### src/rtl/inst_fetch_responder_if.sv
// -----------------------------------------------------------------------------
// inst_fetch_responder_if
// Bundles the core-side fetch handshake and the memory-side read port of the
// instruction fetch responder.
//   slave  modport : the fetch responder itself
//   master modport : the environment (core + instruction memory)
// Core side  : PC/PC_VALID/PC_READY request, INST/INST_PC/INST_VALID/
//              INST_READY/INST_FAULT response, FLUSH redirect, FETCH_COUNT.
// Memory side: MEM_REQ/MEM_ADDR/MEM_GNT request, MEM_RVALID/MEM_RDATA response.
// -----------------------------------------------------------------------------
interface inst_fetch_responder_if;
  logic [31:0] PC;
  logic        PC_VALID;
  logic        PC_READY;
  logic [31:0] INST;
  logic [31:0] INST_PC;
  logic        INST_VALID;
  logic        INST_READY;
  logic        INST_FAULT;
  logic        FLUSH;
  logic        MEM_REQ;
  logic [31:0] MEM_ADDR;
  logic        MEM_GNT;
  logic        MEM_RVALID;
  logic [31:0] MEM_RDATA;
  logic [31:0] FETCH_COUNT;

  modport slave (
    input  PC, PC_VALID, INST_READY, FLUSH, MEM_GNT, MEM_RVALID, MEM_RDATA,
    output PC_READY, INST, INST_PC, INST_VALID, INST_FAULT, MEM_REQ, MEM_ADDR,
           FETCH_COUNT
  );

  modport master (
    output PC, PC_VALID, INST_READY, FLUSH, MEM_GNT, MEM_RVALID, MEM_RDATA,
    input  PC_READY, INST, INST_PC, INST_VALID, INST_FAULT, MEM_REQ, MEM_ADDR,
           FETCH_COUNT
  );
endinterface

### src/rtl/inst_fetch_responder.sv
// -----------------------------------------------------------------------------
// inst_fetch_responder
// Single-outstanding instruction fetch unit between a core and a word-addressed
// instruction memory. Accepts one fetch address at a time, issues one memory
// read, and holds the returned word until the core consumes it. Misaligned
// addresses are answered locally with a NOP and INST_FAULT set. FLUSH abandons
// the fetch in flight; a read already granted is drained and its data dropped.
// Ports:
//   CLOCK   : clock, all state on rising edge
//   RESET_N : asynchronous active-low reset
//   bus     : inst_fetch_responder_if.slave (core and memory handshakes)
// All interface outputs come straight from registers.
// -----------------------------------------------------------------------------
module inst_fetch_responder #(
  parameter logic [31:0] RESET_VECTOR = 32'h0000_0000,
  parameter logic [31:0] NOP_INST     = 32'h0000_0013
) (
  input logic                   CLOCK,
  input logic                   RESET_N,
  inst_fetch_responder_if.slave bus
);

  typedef enum logic [2:0] {
    S_IDLE  = 3'd0,
    S_ADDR  = 3'd1,
    S_DATA  = 3'd2,
    S_HOLD  = 3'd3,
    S_DRAIN = 3'd4
  } state_t;

  state_t      r_state;
  state_t      w_next_state;

  logic        r_pc_ready;
  logic        r_mem_req;
  logic        r_inst_valid;
  logic        r_inst_fault;
  logic [31:0] r_mem_addr;
  logic [31:0] r_inst;
  logic [31:0] r_inst_pc;
  logic [31:0] r_fetch_count;

  logic        w_pc_ready;
  logic        w_mem_req;
  logic        w_inst_valid;
  logic        w_inst_fault;
  logic [31:0] w_mem_addr;
  logic [31:0] w_inst;
  logic [31:0] w_inst_pc;
  logic [31:0] w_fetch_count;

  // Next-state and next-output decode; handshake outputs are derived from the
  // next state so that they can be registered without a cycle of lag.
  always_comb begin
    w_next_state  = r_state;
    w_mem_addr    = r_mem_addr;
    w_inst        = r_inst;
    w_inst_pc     = r_inst_pc;
    w_inst_fault  = r_inst_fault;
    w_fetch_count = r_fetch_count;

    case (r_state)
      S_IDLE: begin
        // FLUSH has nothing to abandon here, so it is deliberately not decoded.
        if (bus.PC_VALID) begin
          w_inst_pc  = bus.PC;
          w_mem_addr = {bus.PC[31:2], 2'b00};
          if (bus.PC[1:0] != 2'b00) begin
            w_next_state = S_HOLD;
            w_inst       = NOP_INST;
            w_inst_fault = 1'b1;
          end else begin
            w_next_state = S_ADDR;
          end
        end else begin
          w_next_state = S_IDLE;
        end
      end

      S_ADDR: begin
        // Once granted, a response is owed even if flushed: drain it.
        if (bus.MEM_GNT) begin
          if (bus.FLUSH) begin
            w_next_state = S_DRAIN;
          end else begin
            w_next_state = S_DATA;
          end
        end else if (bus.FLUSH) begin
          w_next_state = S_IDLE;
        end else begin
          w_next_state = S_ADDR;
        end
      end

      S_DATA: begin
        if (bus.MEM_RVALID) begin
          if (bus.FLUSH) begin
            w_next_state = S_IDLE;
          end else begin
            w_next_state = S_HOLD;
            w_inst       = bus.MEM_RDATA;
            w_inst_fault = 1'b0;
          end
        end else if (bus.FLUSH) begin
          w_next_state = S_DRAIN;
        end else begin
          w_next_state = S_DATA;
        end
      end

      S_HOLD: begin
        // FLUSH wins over INST_READY: a redirected instruction is not counted.
        if (bus.FLUSH) begin
          w_next_state = S_IDLE;
          w_inst       = NOP_INST;
          w_inst_fault = 1'b0;
        end else if (bus.INST_READY) begin
          w_next_state  = S_IDLE;
          w_inst        = NOP_INST;
          w_inst_fault  = 1'b0;
          w_fetch_count = r_fetch_count + 32'd1;
        end else begin
          w_next_state = S_HOLD;
        end
      end

      S_DRAIN: begin
        if (bus.MEM_RVALID) begin
          w_next_state = S_IDLE;
        end else begin
          w_next_state = S_DRAIN;
        end
      end

      default: begin
        w_next_state = S_IDLE;
        w_inst       = NOP_INST;
        w_inst_fault = 1'b0;
      end
    endcase

    w_pc_ready   = (w_next_state == S_IDLE);
    w_mem_req    = (w_next_state == S_ADDR);
    w_inst_valid = (w_next_state == S_HOLD);
  end

  // State and output registers.
  always_ff @(posedge CLOCK or negedge RESET_N) begin
    if (!RESET_N) begin
      r_state       <= S_IDLE;
      r_pc_ready    <= 1'b1;
      r_mem_req     <= 1'b0;
      r_inst_valid  <= 1'b0;
      r_inst_fault  <= 1'b0;
      r_mem_addr    <= {RESET_VECTOR[31:2], 2'b00};
      r_inst        <= NOP_INST;
      r_inst_pc     <= RESET_VECTOR;
      r_fetch_count <= 32'd0;
    end else begin
      r_state       <= w_next_state;
      r_pc_ready    <= w_pc_ready;
      r_mem_req     <= w_mem_req;
      r_inst_valid  <= w_inst_valid;
      r_inst_fault  <= w_inst_fault;
      r_mem_addr    <= w_mem_addr;
      r_inst        <= w_inst;
      r_inst_pc     <= w_inst_pc;
      r_fetch_count <= w_fetch_count;
    end
  end

  assign bus.PC_READY    = r_pc_ready;
  assign bus.MEM_REQ     = r_mem_req;
  assign bus.MEM_ADDR    = r_mem_addr;
  assign bus.INST_VALID  = r_inst_valid;
  assign bus.INST_FAULT  = r_inst_fault;
  assign bus.INST        = r_inst;
  assign bus.INST_PC     = r_inst_pc;
  assign bus.FETCH_COUNT = r_fetch_count;

endmodule

### src/flat_wrapper.sv
// flat-port wrapper written by rule: the top's interface ports become plain ports
module inst_fetch_responder_flat 
#(
  parameter logic [31:0] RESET_VECTOR = 32'h0000_0000,
  parameter logic [31:0] NOP_INST     = 32'h0000_0013
)
  (CLOCK, RESET_N, bus_PC, bus_PC_VALID, bus_INST_READY, bus_FLUSH, bus_MEM_GNT, bus_MEM_RVALID, bus_MEM_RDATA, bus_PC_READY, bus_INST, bus_INST_PC, bus_INST_VALID, bus_INST_FAULT, bus_MEM_REQ, bus_MEM_ADDR, bus_FETCH_COUNT);
  inst_fetch_responder_if bus_i ();
  input logic CLOCK;
  input logic RESET_N;
  input wire logic [$bits(bus_i.PC)-1:0] bus_PC;
  input wire logic [$bits(bus_i.PC_VALID)-1:0] bus_PC_VALID;
  input wire logic [$bits(bus_i.INST_READY)-1:0] bus_INST_READY;
  input wire logic [$bits(bus_i.FLUSH)-1:0] bus_FLUSH;
  input wire logic [$bits(bus_i.MEM_GNT)-1:0] bus_MEM_GNT;
  input wire logic [$bits(bus_i.MEM_RVALID)-1:0] bus_MEM_RVALID;
  input wire logic [$bits(bus_i.MEM_RDATA)-1:0] bus_MEM_RDATA;
  output wire logic [$bits(bus_i.PC_READY)-1:0] bus_PC_READY;
  output wire logic [$bits(bus_i.INST)-1:0] bus_INST;
  output wire logic [$bits(bus_i.INST_PC)-1:0] bus_INST_PC;
  output wire logic [$bits(bus_i.INST_VALID)-1:0] bus_INST_VALID;
  output wire logic [$bits(bus_i.INST_FAULT)-1:0] bus_INST_FAULT;
  output wire logic [$bits(bus_i.MEM_REQ)-1:0] bus_MEM_REQ;
  output wire logic [$bits(bus_i.MEM_ADDR)-1:0] bus_MEM_ADDR;
  output wire logic [$bits(bus_i.FETCH_COUNT)-1:0] bus_FETCH_COUNT;
  assign bus_i.PC = bus_PC;
  assign bus_i.PC_VALID = bus_PC_VALID;
  assign bus_i.INST_READY = bus_INST_READY;
  assign bus_i.FLUSH = bus_FLUSH;
  assign bus_i.MEM_GNT = bus_MEM_GNT;
  assign bus_i.MEM_RVALID = bus_MEM_RVALID;
  assign bus_i.MEM_RDATA = bus_MEM_RDATA;
  assign bus_PC_READY = bus_i.PC_READY;
  assign bus_INST = bus_i.INST;
  assign bus_INST_PC = bus_i.INST_PC;
  assign bus_INST_VALID = bus_i.INST_VALID;
  assign bus_INST_FAULT = bus_i.INST_FAULT;
  assign bus_MEM_REQ = bus_i.MEM_REQ;
  assign bus_MEM_ADDR = bus_i.MEM_ADDR;
  assign bus_FETCH_COUNT = bus_i.FETCH_COUNT;
  inst_fetch_responder #(.RESET_VECTOR(RESET_VECTOR), .NOP_INST(NOP_INST)) u_core (.CLOCK(CLOCK), .RESET_N(RESET_N), .bus(bus_i));
endmodule
### config.mk
export PLATFORM = sky130hd
export DESIGN_NAME = inst_fetch_responder_flat
export DESIGN_NICKNAME = d
export VERILOG_FILES = /design/src/rtl/inst_fetch_responder_if.sv /design/src/rtl/inst_fetch_responder.sv /design/src/flat_wrapper.sv
export SDC_FILE = /design/constraint.sdc
export NUM_CORES = 1
export LEC_CHECK = 0
export CAP_MARGIN = 20
export CORE_UTILIZATION = 46
export DETAILED_ROUTE_END_ITERATION = 6
export PLACE_DENSITY = 0.86
export SYNTH_ARGS = -nofsm -noshare
export SYNTH_HDL_FRONTEND = slang
export SYNTH_SLANG_ARGS = --single-unit
### constraint.sdc
create_clock -name CLOCK -period 3.2 [get_ports CLOCK]
set_clock_uncertainty 0.1 [all_clocks]
set_input_delay 0.64 -clock CLOCK [delete_from_list [all_inputs] [get_ports CLOCK]]
set_output_delay 0.64 -clock CLOCK [all_outputs]
set_load 0.01 [all_outputs]
==> results.toml, run 1 <==
[logic_synthesis]
yosysTopAreaCellShare = 0.516
syn-cell-area_um2 = 4800
yosysSeqAreaShare = 0.538
yosysUniqueCellTypes = 45
ys_seq_elements = 103
ys_warn_count = 0
synth_area_leaders = "dfrtp_1, mux2_1, mux2i_1"
yosys.area.top_type = "dfrtp_1"
synth_most_common_cell = "dfrtp_1"
synthTopCellsByCount = "dfrtp_1, nand2_1, buf_4, mux2_1"
synth_edf_count = 0
syn_inst = 405
syn_area_per_cell_um2 = 11.9
postSynth.asyncResetShare = 1.00
ys.flop_type = "dfrtp_1"

[setup_path]
worstSetupEndpoint = "u_core.bus.INST[17]"
cp_max_fo = 22
reg2reg_setup_slack_ns = 1.08
crit_arrival_ns = 2.50
crit_start = "bus_FLUSH"
crit_path_end_kind = "register"
required_ns = 3.38
crit_type = "input pin to register"
rr_startpoint = "u_core.r_state[2]"
r2r_cells = 4
critPathLaunchType = "input pin"
reg2reg_to = "u_core.bus.INST_VALID"

[grt]
grt_max_degree = 62
busiest_layer = "met2"
antenna_found_initial = 0
grt_pass1_vias = 3614
met1_usage = 0.275
overflow = 0
use_met2 = 0.365
grt_pass1_wl_um = 18400
met3_usage = 0.0445
track_usage = 0.214

[placement]
pre_cts_ws_ns = 0.515
dp_hpwl_um = 8490
gp_congestion = 0.852
port_buffers = 200
dp_cells = 693

[routing]
detail_route.wl_per_cell_um = 16.0
drt_iter0_drc = 139
routed_via_density = 5.01
drcViolationCount = 0
vias = 3552
ant_nets = 0
drt_pre_antenna_iters = 4
wl_um = 11400

[clocking]
htree_levels = 3
clock-root-buffer = "clkbuf_8"
cts_hold_buffers = 0
clockBufferDepth = 2
clk_pin_slew_ns = 0.10
clock_latency_ns = 0.36
cts_resized = 0
clock-sinks = 103
numCtsBuffers = 9
post_cts_buffers = 0
cts_tree = "done"

[die]
rows = 36
core_area_um2 = 9950
start_util = 0.482
dieArea_um2 = 10800
chipWidth_um = 104
die_h_um = 104
io_pins = 203

[finish]
fill_cells = 730
diodes = 0
nets = 643
seqCellArea_um2 = 2580
drive_above_1_share = 0.0729
area_growth_syn_to_layout_pct = 43.1
fin_cells = 709
multi_input_area_um2 = 1760

[pwr]
ir_worst_vdd_mv = 0.456
p_switching_mw = 1.87
seqPwrFrac = 0.369
clockPowerShare = 0.148
power.density_nw_per_um2 = 818
combPwrFrac = 0.482
switching_share = 0.333
cell_internal_pwr_mw = 3.75
p_leak_nw = 2.96

[timing]
setup_tns_ns = 0
slew_headroom = 0.420
fin_crit_ns = 2.32
rsz0062_at_grt = "no"
setup_slack_ns = 0.881
tightestPinTransition_ns = 0.870
slew_viol_final = 0
setup_viol = 0
hold_viol_final = 0
max_clock_freq_mhz = 431
fin_crit_sh = 0.725

[status]
status = "finished, final reports clean"

[flow_run]
cap_viol_max_count = 0

[worst_hold_path]
hold_class = "input pin to async pin"
[layout make-up]
cell class | count | share of cell area
flip-flops and latches | 103 | 0.376
repair buffers | 203 | 0.298
multi-input cells | 223 | 0.256
well taps | 133 | 0.0242
clock buffers | 13 | 0.0231
inverters | 31 | 0.0169
clock inverters | 3 | 0.00619
[cells in the final DEF, fill, tap and decap left out, types with 7 or more instances in the layout]
cell / Yosys / layout
mux2_1: 32 / 32
dfrtp_1: 99 / 99
nor3_1: 7 / 7
xor2_1: 10 / 10
clkdlybuf4s50_1: 0 / 199
nand2_1: 39 / 39
and2_1: 7 / 7
nand4_1: 7 / 7
clkbuf_8: 0 / 11
inv_1: 31 / 31
mux2i_1: 31 / 31
xnor2_1: 18 / 18
nand3_1: 13 / 13
[metrics by stage]
step                cell area, um2  power [mW]  hold WS (ns)  utilization
finish                        6870        5.62         0.237        0.690
detailed placement            6670        4.85         0.361        0.670
CTS                           6870        5.68         0.262        0.690
global placement              6670        4.76         0.359        0.670
floorplan                     4800        3.58         0.244            -
global route                  6870        5.92         0.292        0.690
[how the worst min path moves through the flow]
stage | start | endpoint | slack [ns]
finish | RESET_N | u_core.bus.INST_PC[22] | 0.24
global route | RESET_N | u_core.bus.INST_PC[22] | 0.29
CTS | RESET_N | u_core.bus.INST_PC[22] | 0.26
detailed placement | u_core.bus.FETCH_COUNT[31] | u_core.bus.FETCH_COUNT[31] | 0.36
global placement | u_core.bus.FETCH_COUNT[31] | u_core.bus.FETCH_COUNT[31] | 0.36
floorplan | RESET_N | u_core.bus.FETCH_COUNT[0] | 0.24
[power by group through the flow]
stage | Sequential [mW] | Combinational, mW | Clock [mW]
2_1_floorplan | 2.23 | 1.35 | 0
3_3_place_gp | 2.08 | 2.68 | 0
3_5_place_dp | 2.11 | 2.74 | 0
4_1_cts | 2.08 | 2.75 | 0.854
5_1_grt | 2.14 | 2.88 | 0.900
6_report | 2.07 | 2.71 | 0.833
[critical path: stages]
cell and delay (ns):
clkdlybuf4s50_1 0.55, nand2b_1 0.21, a21oi_1 0.15, o221a_2 0.46, buf_12 0.25, mux2i_1 0.22
[metal layers]
| metal | wire [um] | share of wire |
|---|---|---|
| met1 | 4960 | 0.44 |
| met2 | 5550 | 0.49 |
| met3 | 690 | 0.061 |
| met4 | 175 | 0.015 |
| met5 | 0 | 0 |
[cells by family (layout without fill, tap and decap cells)]
| group | Yosys count | count (layout) | share of synthesized area |
|---|---|---|---|
| AOI/OAI and AO/OA | 9 | 9 | 0.0125 |
| other | 1 | 2 | 0.000781 |
| xor gates and xnor gates | 31 | 31 | 0.0612 |
| adders and majority gates | 1 | 1 | 0.00261 |
| and+or+nand+nor | 113 | 113 | 0.138 |
| buffers and inverters | 80 | 250 | 0.0975 |
| muxes | 67 | 67 | 0.149 |
| DFF | 103 | 103 | 0.538 |
[flip-flops by register name, indices dropped and copies added (netlist names)]
signal,flops
u_core.bus.FETCH_COUNT,32
u_core.bus.INST,32
u_core.bus.INST_FAULT,1
u_core.bus.INST_PC,31
u_core.bus.INST_VALID,1
u_core.bus.MEM_ADDR,1
u_core.bus.MEM_REQ,1
u_core.bus.PC_READY,1
u_core.r_state,3
Power figures use the tool's default switching activity.
==> run 2: changes to the inputs <==
--- a/config.mk
+++ b/config.mk
@@ -6,9 +6,9 @@
 export NUM_CORES = 1
 export LEC_CHECK = 0
 export CAP_MARGIN = 20
-export CORE_UTILIZATION = 46
+export CORE_UTILIZATION = 39
 export DETAILED_ROUTE_END_ITERATION = 6
-export PLACE_DENSITY = 0.86
+export PLACE_DENSITY = 0.77
 export SYNTH_ARGS = -nofsm -noshare
 export SYNTH_HDL_FRONTEND = slang
 export SYNTH_SLANG_ARGS = --single-unit
==> constraint.sdc (replaced) <==
create_clock -name CLOCK -period 2.1 [get_ports CLOCK]
set_clock_uncertainty 0.1 [all_clocks]
set_input_delay 0.42 -clock CLOCK [delete_from_list [all_inputs] [get_ports CLOCK]]
set_output_delay 0.42 -clock CLOCK [all_outputs]
set_load 0.01 [all_outputs]
==> results.toml, run 2 (same netlist as run 1, synthesis figures left out) <==
[die]
start_util = 0.400
rows = 40
core_area_um2 = 12000
chipWidth_um = 113
io_pins = 203
dieArea_um2 = 12800
die_h_um = 113

[timing]
setup_slack_ns = 0.162
slew_viol_final = 0
hold_viol_final = 0
setup_viol = 0
rsz0062_at_grt = "no"
slew_headroom = 0.637
tightestPinTransition_ns = 0.545
setup_tns_ns = 0
fin_crit_ns = 1.94
max_clock_freq_mhz = 516
fin_crit_sh = 0.923

[finish]
nets = 663
mostFrequentLayoutCells = "clkdlybuf4s50_1, dfrtp_1, nand2_1"
final_util = 0.595
drive_above_1_share = 0.106
layout_commonest_cell = "clkdlybuf4s50_1"
diodes = 0
fill_cells = 1018
area_growth_syn_to_layout_pct = 48.9

[setup_path]
crit_type = "register to output port"
worstSetupEndpoint = "bus_INST[0]"
cp_slowest_cell = "clkdlybuf4s50_1"
required_ns = 1.58
crit_path_end_kind = "output port"
path_buf_inv = 1
cp_max_fo = 2
crit_arrival_ns = 1.42
crit_path_cell_trace = "clkdlybuf4s50_1"
rr_startpoint = "u_core.r_state[0]"
max_stage_delay_ns = 0.55
reg2reg_to = "u_core.bus.INST[12]"
crit_family = "buffers and inverters"
critPathLaunchType = "register"
r2r_cells = 5
reg2reg_setup_slack_ns = 0.19
crit_start = "u_core.bus.INST[0]"
crit_cells = 1

[worst_hold_path]
hold_class = "input pin to async pin"

[clocking]
clock-sinks = 103
htree_levels = 3
numCtsBuffers = 9
clock-root-buffer = "clkbuf_16"
clockBufferDepth = 2
post_cts_buffers = 0
cts_tree = "done"
clk_pin_slew_ns = 0.07
clock_latency_ns = 0.34

[routing]
vias = 3606
wl_um = 11800
routed_via_density = 4.85
drt_iter0_drc = 148
ant_nets = 0
drt_pre_antenna_iters = 4
detail_route.wl_per_cell_um = 15.8
drcViolationCount = 0

[flow_run]
cap_viol_max_count = 0

[placement]
dp_hpwl_um = 8770
pre_cts_ws_ns = -0.119
gp_congestion = 0.768
port_buffers = 200

[grt]
antenna_found_initial = 0
grt_max_degree = 98
grt_pass1_wl_um = 19100
track_usage = 0.191
grt_pass1_vias = 3717
overflow = 0

[pwr]
power.density_nw_per_um2 = 1270
p_leak_nw = 3.10
ir_worst_vdd_mv = 0.540
power_mw = 9.09

[status]
status = "finished, final reports clean"
[run 2: final cells by class]
type                    instances  area [um2]  share of cell area
well taps                     147         184              0.0257
multi-input cells             223        1760               0.246
repair buffers                223        2240               0.313
flip-flops and latches        103        2580               0.361
clock buffers                   9         225              0.0315
inverters                      31         116              0.0163
clock inverters                 7        48.8             0.00682
[run 2: worst min path at each step]
stage | from | end | slack (ns) | cells past startpoint
after floorplan | RESET_N | u_core.bus.FETCH_COUNT[0] | 0.02 | 0
after global placement | RESET_N | u_core.bus.FETCH_COUNT[20] | 0.14 | 1
after detailed placement | RESET_N | u_core.bus.FETCH_COUNT[20] | 0.14 | 1
after CTS | RESET_N | u_core.bus.FETCH_COUNT[20] | 0.31 | 2
after global routing | RESET_N | u_core.bus.FETCH_COUNT[26] | 0.33 | 2
final | RESET_N | u_core.bus.FETCH_COUNT[19] | 0.33 | 2
[run 2: routing by layer]
| layer | GRT usage | part of all wire | up-vias |
|---|---|---|---|
| met1 | 0.241 | 0.43 | 1772 |
| met4 | 0.0588 | 0.016 | 0 |
| met3 | 0.0461 | 0.061 | 15 |
| li1 | - | - | 1689 |
| met5 | 0 | 0 | - |
| met2 | 0.327 | 0.49 | 130 |
[run 2: power breakdown]
part	internal, mW	switching, mW
logic	2.61	1.75
registers	2.68	0.506
clock network	0.806	0.743
total	6.09	2.99
[run 2: timing repair]
action                                 CTS  global route
gates resized for setup                  0             0
endpoints found under the hold margin    6             0
hold buffers                             1             0
[run 2: stage by stage]
step,area [um2],cells,hold WS [ns]
after floorplan,4800,406,0.0244
after global placement,6870,726,0.141
after detailed placement,6870,726,0.144
after CTS,7150,743,0.310
after global routing,7150,743,0.328
final,7150,743,0.328
